===== config.mk =====
export PLATFORM = sky130hd
export DESIGN_NAME = micro_div_unit_flat
export DESIGN_NICKNAME = d
export VERILOG_FILES = /design/src/rtl/micro_div_pkg.sv /design/src/rtl/micro_div_unit_if.sv /design/src/rtl/micro_div_step.sv /design/src/rtl/micro_div_unit.sv /design/src/flat_wrapper.sv
export SDC_FILE = /design/constraint.sdc
export NUM_CORES = 1
export LEC_CHECK = 0
export ABC_AREA = 1
export CAP_MARGIN = 15
export CORE_ASPECT_RATIO = 0.9
export CORE_MARGIN = 4
export CORE_UTILIZATION = 35
export DETAILED_ROUTE_END_ITERATION = 8
export GPL_ROUTABILITY_DRIVEN = 0
export MAX_ROUTING_LAYER = met4
export SYNTH_ARGS = -nofsm -noshare
export SYNTH_HDL_FRONTEND = slang
export SYNTH_SLANG_ARGS = --single-unit

===== constraint.sdc =====
create_clock -name sys_clk -period 1.6 [get_ports sys_clk]
set_input_delay 0.32 -clock sys_clk [delete_from_list [all_inputs] [get_ports sys_clk]]
set_output_delay 0.32 -clock sys_clk [all_outputs]
set_load 0.01 [all_outputs]

===== src/rtl/micro_div_pkg.sv =====
// Shared types and constants for the sequential restoring divider.
// Default widths, FSM state encoding and the divide-by-zero quotient.
package micro_div_pkg;

  localparam int W_DVD_DEF = 8;
  localparam int W_DVS_DEF = 4;

  localparam logic [W_DVD_DEF-1:0] DIV0_QUOTIENT = '1;

  typedef enum logic [1:0] {
    ST_IDLE = 2'd0,
    ST_CALC = 2'd1,
    ST_DONE = 2'd2
  } state_t;

endpackage


===== src/rtl/micro_div_unit_if.sv =====
// Request/result bundle of the divider: operands and start in, results and status out.
interface micro_div_unit_if #(
  parameter int W_DVD = micro_div_pkg::W_DVD_DEF,
  parameter int W_DVS = micro_div_pkg::W_DVS_DEF
);

  logic             start;
  logic [W_DVD-1:0] dividend;
  logic [W_DVS-1:0] divisor;
  logic [W_DVD-1:0] quotient;
  logic [W_DVS-1:0] remainder;
  logic             busy;
  logic             done;
  logic             div0;

  modport master (
    output start, dividend, divisor,
    input  quotient, remainder, busy, done, div0
  );

  modport slave (
    input  start, dividend, divisor,
    output quotient, remainder, busy, done, div0
  );

endinterface


===== src/rtl/micro_div_step.sv =====
// One combinational restoring-division step: shift in a dividend bit, trial-subtract the divisor.
module micro_div_step #(
  parameter int W_DVS = 4
) (
  input  logic [W_DVS-1:0] rem_i,
  input  logic             bit_i,
  input  logic [W_DVS-1:0] divisor_i,
  output logic [W_DVS-1:0] rem_o,
  output logic             q_o
);

  logic [W_DVS:0]   trial;
  logic [W_DVS-1:0] diff;

  // The compare uses the full W_DVS+1 bits; the subtraction only needs the low bits
  // because the result is known to be below the divisor when it is taken.
  always_comb begin
    trial = {rem_i, bit_i};
    diff  = trial[W_DVS-1:0] - divisor_i;
    q_o   = (trial >= {1'b0, divisor_i});
    rem_o = q_o ? diff : trial[W_DVS-1:0];
  end

endmodule


===== src/rtl/micro_div_unit.sv =====
// Sequential restoring divider, one quotient bit per cycle, MSB first.
// Working register shifts the dividend out at the top while quotient bits shift in at the bottom.
module micro_div_unit
  import micro_div_pkg::*;
#(
  parameter int W_DVD = W_DVD_DEF,
  parameter int W_DVS = W_DVS_DEF
) (
  input  logic            sys_clk,
  input  logic            sys_rst,
  micro_div_unit_if.slave bus
);

  localparam int CNT_W = $clog2(W_DVD);
  localparam logic [CNT_W-1:0] CNT_LAST = CNT_W'(W_DVD - 1);

  state_t           state_q, state_d;
  logic [W_DVD-1:0] work_q, work_d;
  logic [W_DVS-1:0] rem_q, rem_d;
  logic [W_DVS-1:0] dvs_q, dvs_d;
  logic [CNT_W-1:0] cnt_q, cnt_d;
  logic [W_DVD-1:0] quotient_q, quotient_d;
  logic [W_DVS-1:0] remainder_q, remainder_d;
  logic             div0_q, div0_d;

  logic [W_DVS-1:0] step_rem;
  logic             step_bit;

  micro_div_step #(.W_DVS(W_DVS)) u_step (
    .rem_i     (rem_q),
    .bit_i     (work_q[W_DVD-1]),
    .divisor_i (dvs_q),
    .rem_o     (step_rem),
    .q_o       (step_bit)
  );

  always_comb begin
    state_d     = state_q;
    work_d      = work_q;
    rem_d       = rem_q;
    dvs_d       = dvs_q;
    cnt_d       = cnt_q;
    quotient_d  = quotient_q;
    remainder_d = remainder_q;
    div0_d      = div0_q;

    case (state_q)
      ST_IDLE: begin
        if (bus.start) begin
          if (bus.divisor != '0) begin
            work_d  = bus.dividend;
            dvs_d   = bus.divisor;
            rem_d   = '0;
            cnt_d   = '0;
            div0_d  = 1'b0;
            state_d = ST_CALC;
          end else begin
            quotient_d  = {W_DVD{1'b1}};
            remainder_d = '0;
            div0_d      = 1'b1;
            state_d     = ST_DONE;
          end
        end
      end
      ST_CALC: begin
        work_d = {work_q[W_DVD-2:0], step_bit};
        rem_d  = step_rem;
        cnt_d  = cnt_q + CNT_W'(1);
        // Results land in the output registers on the last step so they are valid with done.
        if (cnt_q == CNT_LAST) begin
          quotient_d  = {work_q[W_DVD-2:0], step_bit};
          remainder_d = step_rem;
          state_d     = ST_DONE;
        end
      end
      ST_DONE: state_d = ST_IDLE;
      default: state_d = ST_IDLE;
    endcase
  end

  always_ff @(posedge sys_clk) begin
    if (sys_rst) begin
      state_q     <= ST_IDLE;
      work_q      <= '0;
      rem_q       <= '0;
      dvs_q       <= '0;
      cnt_q       <= '0;
      quotient_q  <= '0;
      remainder_q <= '0;
      div0_q      <= 1'b0;
    end else begin
      state_q     <= state_d;
      work_q      <= work_d;
      rem_q       <= rem_d;
      dvs_q       <= dvs_d;
      cnt_q       <= cnt_d;
      quotient_q  <= quotient_d;
      remainder_q <= remainder_d;
      div0_q      <= div0_d;
    end
  end

  assign bus.quotient  = quotient_q;
  assign bus.remainder = remainder_q;
  assign bus.div0      = div0_q;
  assign bus.busy      = (state_q == ST_CALC);
  assign bus.done      = (state_q == ST_DONE);

endmodule


===== src/flat_wrapper.sv =====
// flat-port wrapper written by rule: the top's interface ports become plain ports
module micro_div_unit_flat import micro_div_pkg::*;
#(
  parameter int W_DVD = W_DVD_DEF,
  parameter int W_DVS = W_DVS_DEF
)
  (sys_clk, sys_rst, bus_start, bus_dividend, bus_divisor, bus_quotient, bus_remainder, bus_busy, bus_done, bus_div0);
  micro_div_unit_if #(.W_DVD(W_DVD), .W_DVS(W_DVS)) bus_i ();
  input  logic sys_clk;
  input  logic sys_rst;
  input wire logic [$bits(bus_i.start)-1:0] bus_start;
  input wire logic [$bits(bus_i.dividend)-1:0] bus_dividend;
  input wire logic [$bits(bus_i.divisor)-1:0] bus_divisor;
  output wire logic [$bits(bus_i.quotient)-1:0] bus_quotient;
  output wire logic [$bits(bus_i.remainder)-1:0] bus_remainder;
  output wire logic [$bits(bus_i.busy)-1:0] bus_busy;
  output wire logic [$bits(bus_i.done)-1:0] bus_done;
  output wire logic [$bits(bus_i.div0)-1:0] bus_div0;
  assign bus_i.start = bus_start;
  assign bus_i.dividend = bus_dividend;
  assign bus_i.divisor = bus_divisor;
  assign bus_quotient = bus_i.quotient;
  assign bus_remainder = bus_i.remainder;
  assign bus_busy = bus_i.busy;
  assign bus_done = bus_i.done;
  assign bus_div0 = bus_i.div0;
  micro_div_unit #(.W_DVD(W_DVD), .W_DVS(W_DVS)) u_core (.sys_clk(sys_clk), .sys_rst(sys_rst), .bus(bus_i));
endmodule

* Word level (Yosys, flattened, before mapping)
Cells that the tools add are included.
** Operators by class
- $add $sub $neg :: 2
- Order comparisons :: 1
- Eq/ne operators :: 7
- Mux-type cells :: 23
- Reduce and logical (&&, ||, !) cells :: 8
** Operators by type and width (number)
- 2-to-1 mux 8 bit :: 5
- one-hot mux 8 bit (2 select lines) :: 2
- 2-to-1 mux 4 bit :: 6
- one-hot mux 4 bit (2 select lines) :: 2
- 2-to-1 mux 2 bit :: 3
- 2-to-1 mux 3 bit :: 2
- one-hot mux 3 bit (2 select lines) :: 1
- AND reduction 3 bit :: 2
- greater-or-equal comparator 5 x 4 -> 1 bit :: 1
- != test 2 x 1 -> 1 bit, second input constant :: 2
- != test 2 bit, second input constant :: 2
- one-hot mux 2 bit (2 select lines) :: 1
- AND reduction 2 bit :: 2
- AND reduction 4 bit :: 1
- nonzero test 4 bit :: 1
- subtractor 4 bit :: 1
- adder 3 x 1 -> 3 bit, second input constant :: 1
- equality test 3 bit, second input constant :: 1
- equality test 2 x 1 -> 1 bit, second input constant :: 1
- equality test 2 bit, second input constant :: 1
- zero test 2 bit :: 1
- nonzero test 2 bit :: 1
- 2-to-1 mux 1 bit :: 1
** Word-level totals
- Register bits after elaboration :: 34
- Input bits :: 15
- Output and inout port bits :: 15
- Word-level logic and storage cells :: 49

* Logic depth before layout (Yosys ltp)
- Word-level depth :: 4
- Mapped depth :: 12
- Gate-level depth less buffers :: 12

* Hierarchy
From an unflattened synthesis, not the netlist that was laid out.
** Unflattened totals
- Cell total of the unflattened synthesis :: 227
- Area total of the unflattened synthesis :: 1696.6 µm²
** By module, submodules not included
- micro_div_unit :: times used 1, cells an instance 188, area each 1442.6 µm²
- micro_div_step :: times used 1, cells an instance 39, area each 254.0 µm²

* Worst setup path before layout
No wires, ideal clock.
- Kind :: reg2reg
- From :: reg u_core.work_q[7]
- To :: reg u_core.rem_q[2]
- Library setup time :: 0.110 ns
- Arrival :: 1.376 ns
- Setup slack :: 0.114 ns
- Stages on the path, launching flop included :: 9
- Buffers on the path :: 0
- Clock period less this slack :: 1.486 ns
- Cell sequence :: dfxtp_1 inv_1 ha_1 fa_1 xnor2_1 nand3_1 nand3_1 nand2_1 inv_1
** On the way
- Word-level cells in the longest chain between the ends :: 3
- Elaborated cells between the ends (all ways) :: 4
** Ends and longest elaborated chain
- start: declaration :: line micro_div_unit.sv:18 : logic [W_DVD-1:0] work_q, work_d;
- start signal: assignment :: line micro_div_unit.sv:93 : work_q <= work_d;
- subtractor 4 bit or greater-or-equal comparator 5 x 4 -> 1 bit (tied branches) :: line micro_div_step.sv:19, micro_div_step.sv:20
- 2-to-1 mux 4 bit * :: line micro_div_step.sv:21 : rem_o = q_o ? diff : trial[W_DVS-1:0];
- one-hot mux 4 bit (2 select lines) * :: line micro_div_unit.sv:47 : case (state_q)
- end signal: assignment :: line micro_div_unit.sv:94 : rem_q <= rem_d;
- end: declaration :: line micro_div_unit.sv:19 : logic [W_DVS-1:0] rem_q, rem_d;
Mark *: on every way between the ends. The rest lies on a longest branch, timed or not.
A chain may end at the register's enable or synchronous reset.

* Worst setup path after layout
- From :: reg u_core.work_q[7]
- To :: reg u_core.remainder_q[1] (netlist: u_core.bus.remainder[1])
** On the way
- Word-level cells in the longest chain between the ends :: 4
- Elaborated cells between the ends (all ways) :: 5
** Ends and longest elaborated chain
- subtractor 4 bit or greater-or-equal comparator 5 x 4 -> 1 bit (tied branches) :: line micro_div_step.sv:19, micro_div_step.sv:20
- 2-to-1 mux 4 bit * :: line micro_div_step.sv:21
- 2-to-1 mux 4 bit * :: line micro_div_unit.sv:70 : if (cnt_q == CNT_LAST) begin
- one-hot mux 4 bit (2 select lines) * :: line micro_div_unit.sv:47
- end signal: assignment :: line micro_div_unit.sv:98 : remainder_q <= remainder_d;
- end: declaration :: line micro_div_unit.sv:23 : logic [W_DVS-1:0] remainder_q, remainder_d;
Mark *: on every way between the ends. The rest lies on a longest branch, timed or not. The select of a mux whose other input is x is not followed.

==> results by group <==
CTS
  • Post-cts hold buffer count: 0
  • Clock slew at the register clock pins of the worst setup and hold paths: 70 ps
  • CTS HTree Levels: 2
  • CTS Root Cell: clkbuf_8
  • CTS sink cnt: 34
  • CTS tree: yes
  • Clk_lat worst skew: 280 ps
  • CTS Buffer Depth: 2
  • TritonCTS Buffers: 5

STA
  • Highest Clock Rate: 663 MHz
  • Setup tns final: 0 ps
  • Final Hold Viols: 0
  • Final setup fails: 0
  • Slew @ Worst Pin: 270 ps
  • Fin. max-slew vios: 0
  • Slew Limit Headroom: 82.0%
  • Period utilization: 94.3%
  • Clk_skew: 2.94 ps
  • Fin crit period: 1510 ps
  • RSZ-0062 raised after global routing: yes

Power and ir drop
  • Final Power: 2.54 mW
  • Pint: 1.86 mW
  • Clock power frac: 38.7%
  • Switching share of power: 26.8%
  • P_leak: 0.990 nW
  • Logic pwr share: 22.9%
  • Sequential share of power: 38.4%
  • Total power per unit cell area: 1150 nW/um^2
  • Net Switching: 681 uW
  • Maximum vdd drop: 0.573 mV

Global route
  • Vias in the first global route: 1358
  • Grt total ovfl: 0
  • Initial antenna violation count: 0
  • Global-route usage over all layers: 14.7%
  • First-pass GRT wire length: 6380 um
  • Pin count of the biggest net entering global routing: 21

Yosys
  • Synth async-reset ratio: 0%
  • Cell area after synthesis: 1600 sq um
  • Synth top area share: 42.6%
  • Mean Syn Cell Area: 7.54 sq um
  • Post-synthesis sequential area ratio: 42.6%
  • Cells after Synth: 212
  • #FFs+latches synth: 34
  • Yosys Warn Count: 0
  • Count leader, synth: nand2_1
  • Distinct cells, synth: 26
  • Number of synthesized flops with an enable pin: 0
  • Most used DFF post-synth: dfxtp_1
  • Syn Nets: 234
  • Synth area leader: dfxtp_1
  • Synth top cells by count: nand2_1, dfxtp_1, inv_1, nor2_1, o21ai_0
  • Area contributors post-synth: dfxtp_1, nand2_1, o21ai_0, inv_1, a21oi_1

Detailed routing
  • Drc violations: 0
  • First-pass detailed-route iteration total: 4
  • DR WL/cell: 11.9 um
  • Via count: 1449
  • Iter 0 DRT Violations: 84
  • Post-Route WL: 3780 um
  • Vias/cell: 4.56
  • Antenna Nets Post-Route: 0

Worst setup path
  • CP Launch Type: flip-flop
  • Crit path launch: u_core.work_q[7]
  • R2R Setup Slk: 90 ps
  • Reg2Reg Capture Point: u_core.bus.remainder[1]
  • Most frequent CP cell: inv_1
  • CP required: 1790 ps
  • WP data arrival: 1700 ps
  • Worst setup endpoint: u_core.bus.remainder[1]
  • Slowest cell on crit path: fa_2
  • Worst reg2reg path depth: 8
  • Worst stage delay on the critical path: 570 ps
  • CP delay by family, top: adder cells
  • Worst path bufs/invs: 3
  • Crit Path Max Fanout: 2
  • Crit path cell chain: inv_1 > ha_2 > fa_2 > inv_1 > nand3_2 > nand3_1 > nand2_1 > inv_1
  • Crit path kind: reg2reg
  • Reg2reg start: u_core.work_q[7]
  • Critical path depth: 8
  • Worst setup EP type: flip-flop

Flow run
  • Max Cap Viol: 0

Outcome
  • Status: completed

Floorplanning
  • Die span in x: 79.3 um
  • # rows: 23
  • Total die area: 5720 sq um
  • Core area: 4430 sq um
  • Die Ht: 72.1 um
  • IO Count: 30
  • Starting Density: 36.1%

Place
  • Port-buffer cells: 29
  • Post-DP HPWL: 2720 um
  • Post-Place Cells: 308

Cells and area
  • Area Growth Syn to Fin: 38.3%
  • N_diodes: 0
  • Fillers: 457
  • Final net count: 277
  • Layout cells sized above 1: 18.0%
  • Fin cells: 318

Hold path
  • Hold crit path type: reg2reg
## cells in the final DEF, fill, tap and decap left out
cell	n
nand2_1	41
dfxtp_1	31
clkdlybuf4s50_1	27
inv_1	23
nor2_1	19
o21ai_0	19
a21oi_1	16
nand3_1	15
buf_4	15
clkbuf_8	6
a21oi_2	4
nand4_1	4
o21ai_2	4
a31oi_1	4
nand2_2	3
o21bai_1	3
ha_1	3
dfxtp_2	3
nor3_1	2
ha_4	2
bufinv_16	2
dlygate4sd2_1	2
inv_2	1
nor2_2	1
nand2_4	1
clkinv_4	1
xnor2_1	1
nand3_2	1
fa_2	1
ha_2	1
## sequential cells by signal, summed over array words and instances, names as in the netlist
register              count
u_core.bus.quotient       8
u_core.cnt_q              3
u_core.rem_q              4
u_core.state_q            2
u_core.bus.div0           1
u_core.work_q             8
u_core.bus.remainder      4
u_core.dvs_q              4
## per-layer routing
metal | GRT usage [%] | part of all wire (%)
met1 | 18.6 | 50
met4 | 4.20 | 0.53
met3 | 5.33 | 3.4
met5 | - | 0
met2 | 22.3 | 46
## power groups by stage
stage                     clock (mW)  sequential [mW]  combinational (mW)
final                          0.984            0.976               0.583
after CTS                       1.01            0.974               0.565
after global routing            1.05            0.986               0.658
after floorplan                    0            0.997               0.333
after detailed placement           0            0.993               0.562
after global placement             0            0.993               0.558
## cell type report
type | instances | area [sq um] | area share (%)
clock buffers | 6 | 82.6 | 3.73
multi-input cells | 145 | 808 | 36.5
repair buffers | 44 | 400 | 18.1
clock inverters | 2 | 60.1 | 2.71
inverters | 25 | 98.8 | 4.47
flip-flops and latches | 34 | 684 | 30.9
well taps | 62 | 77.6 | 3.51
## cells by family after synthesis
kind of cell	Yosys count	synth area share [%]
AOI/OAI and AO/OA	50	18.3
xor gates and xnor gates	1	0.548
adders and majority gates	7	5.95
buffers and inverters	33	9.23
DFF	34	42.6
and+or+nand+nor	87	23.4
## worst min path at each step
stage,depth (start not counted),from,slack (ps),endpoint
3_5_place_dp,1,u_core.cnt_q[0],460,u_core.cnt_q[0]
6_report,1,u_core.cnt_q[0],470,u_core.cnt_q[0]
2_1_floorplan,1,u_core.cnt_q[0],430,u_core.cnt_q[0]
5_1_grt,1,u_core.cnt_q[0],490,u_core.cnt_q[0]
3_3_place_gp,1,u_core.cnt_q[0],450,u_core.cnt_q[0]
4_1_cts,1,u_core.cnt_q[0],470,u_core.cnt_q[0]
## per-stage QoR
| step | hold slack, ps | setup WS, ps | utilization, % | instance area [sq um] |
|---|---|---|---|---|
| floorplan | 433 | 114 | - | 1600 |
| global placement | 453 | -47.0 | 45.5 | 2020 |
| detailed placement | 460 | -68.5 | 45.5 | 2020 |
| CTS | 471 | 17.4 | 48.8 | 2160 |
| global route | 495 | -15.8 | 49.9 | 2210 |
| finish | 467 | 91.8 | 49.9 | 2210 |
## timing repair
action | in CTS | in global routing
endpoints found under the setup margin | 3 | 9
setup buffers | 0 | 2
resized for setup | 4 | 7
pin swaps | 0 | 2
hold endpoints to repair | 0 | 0
(Power assumes the default switching activity.)
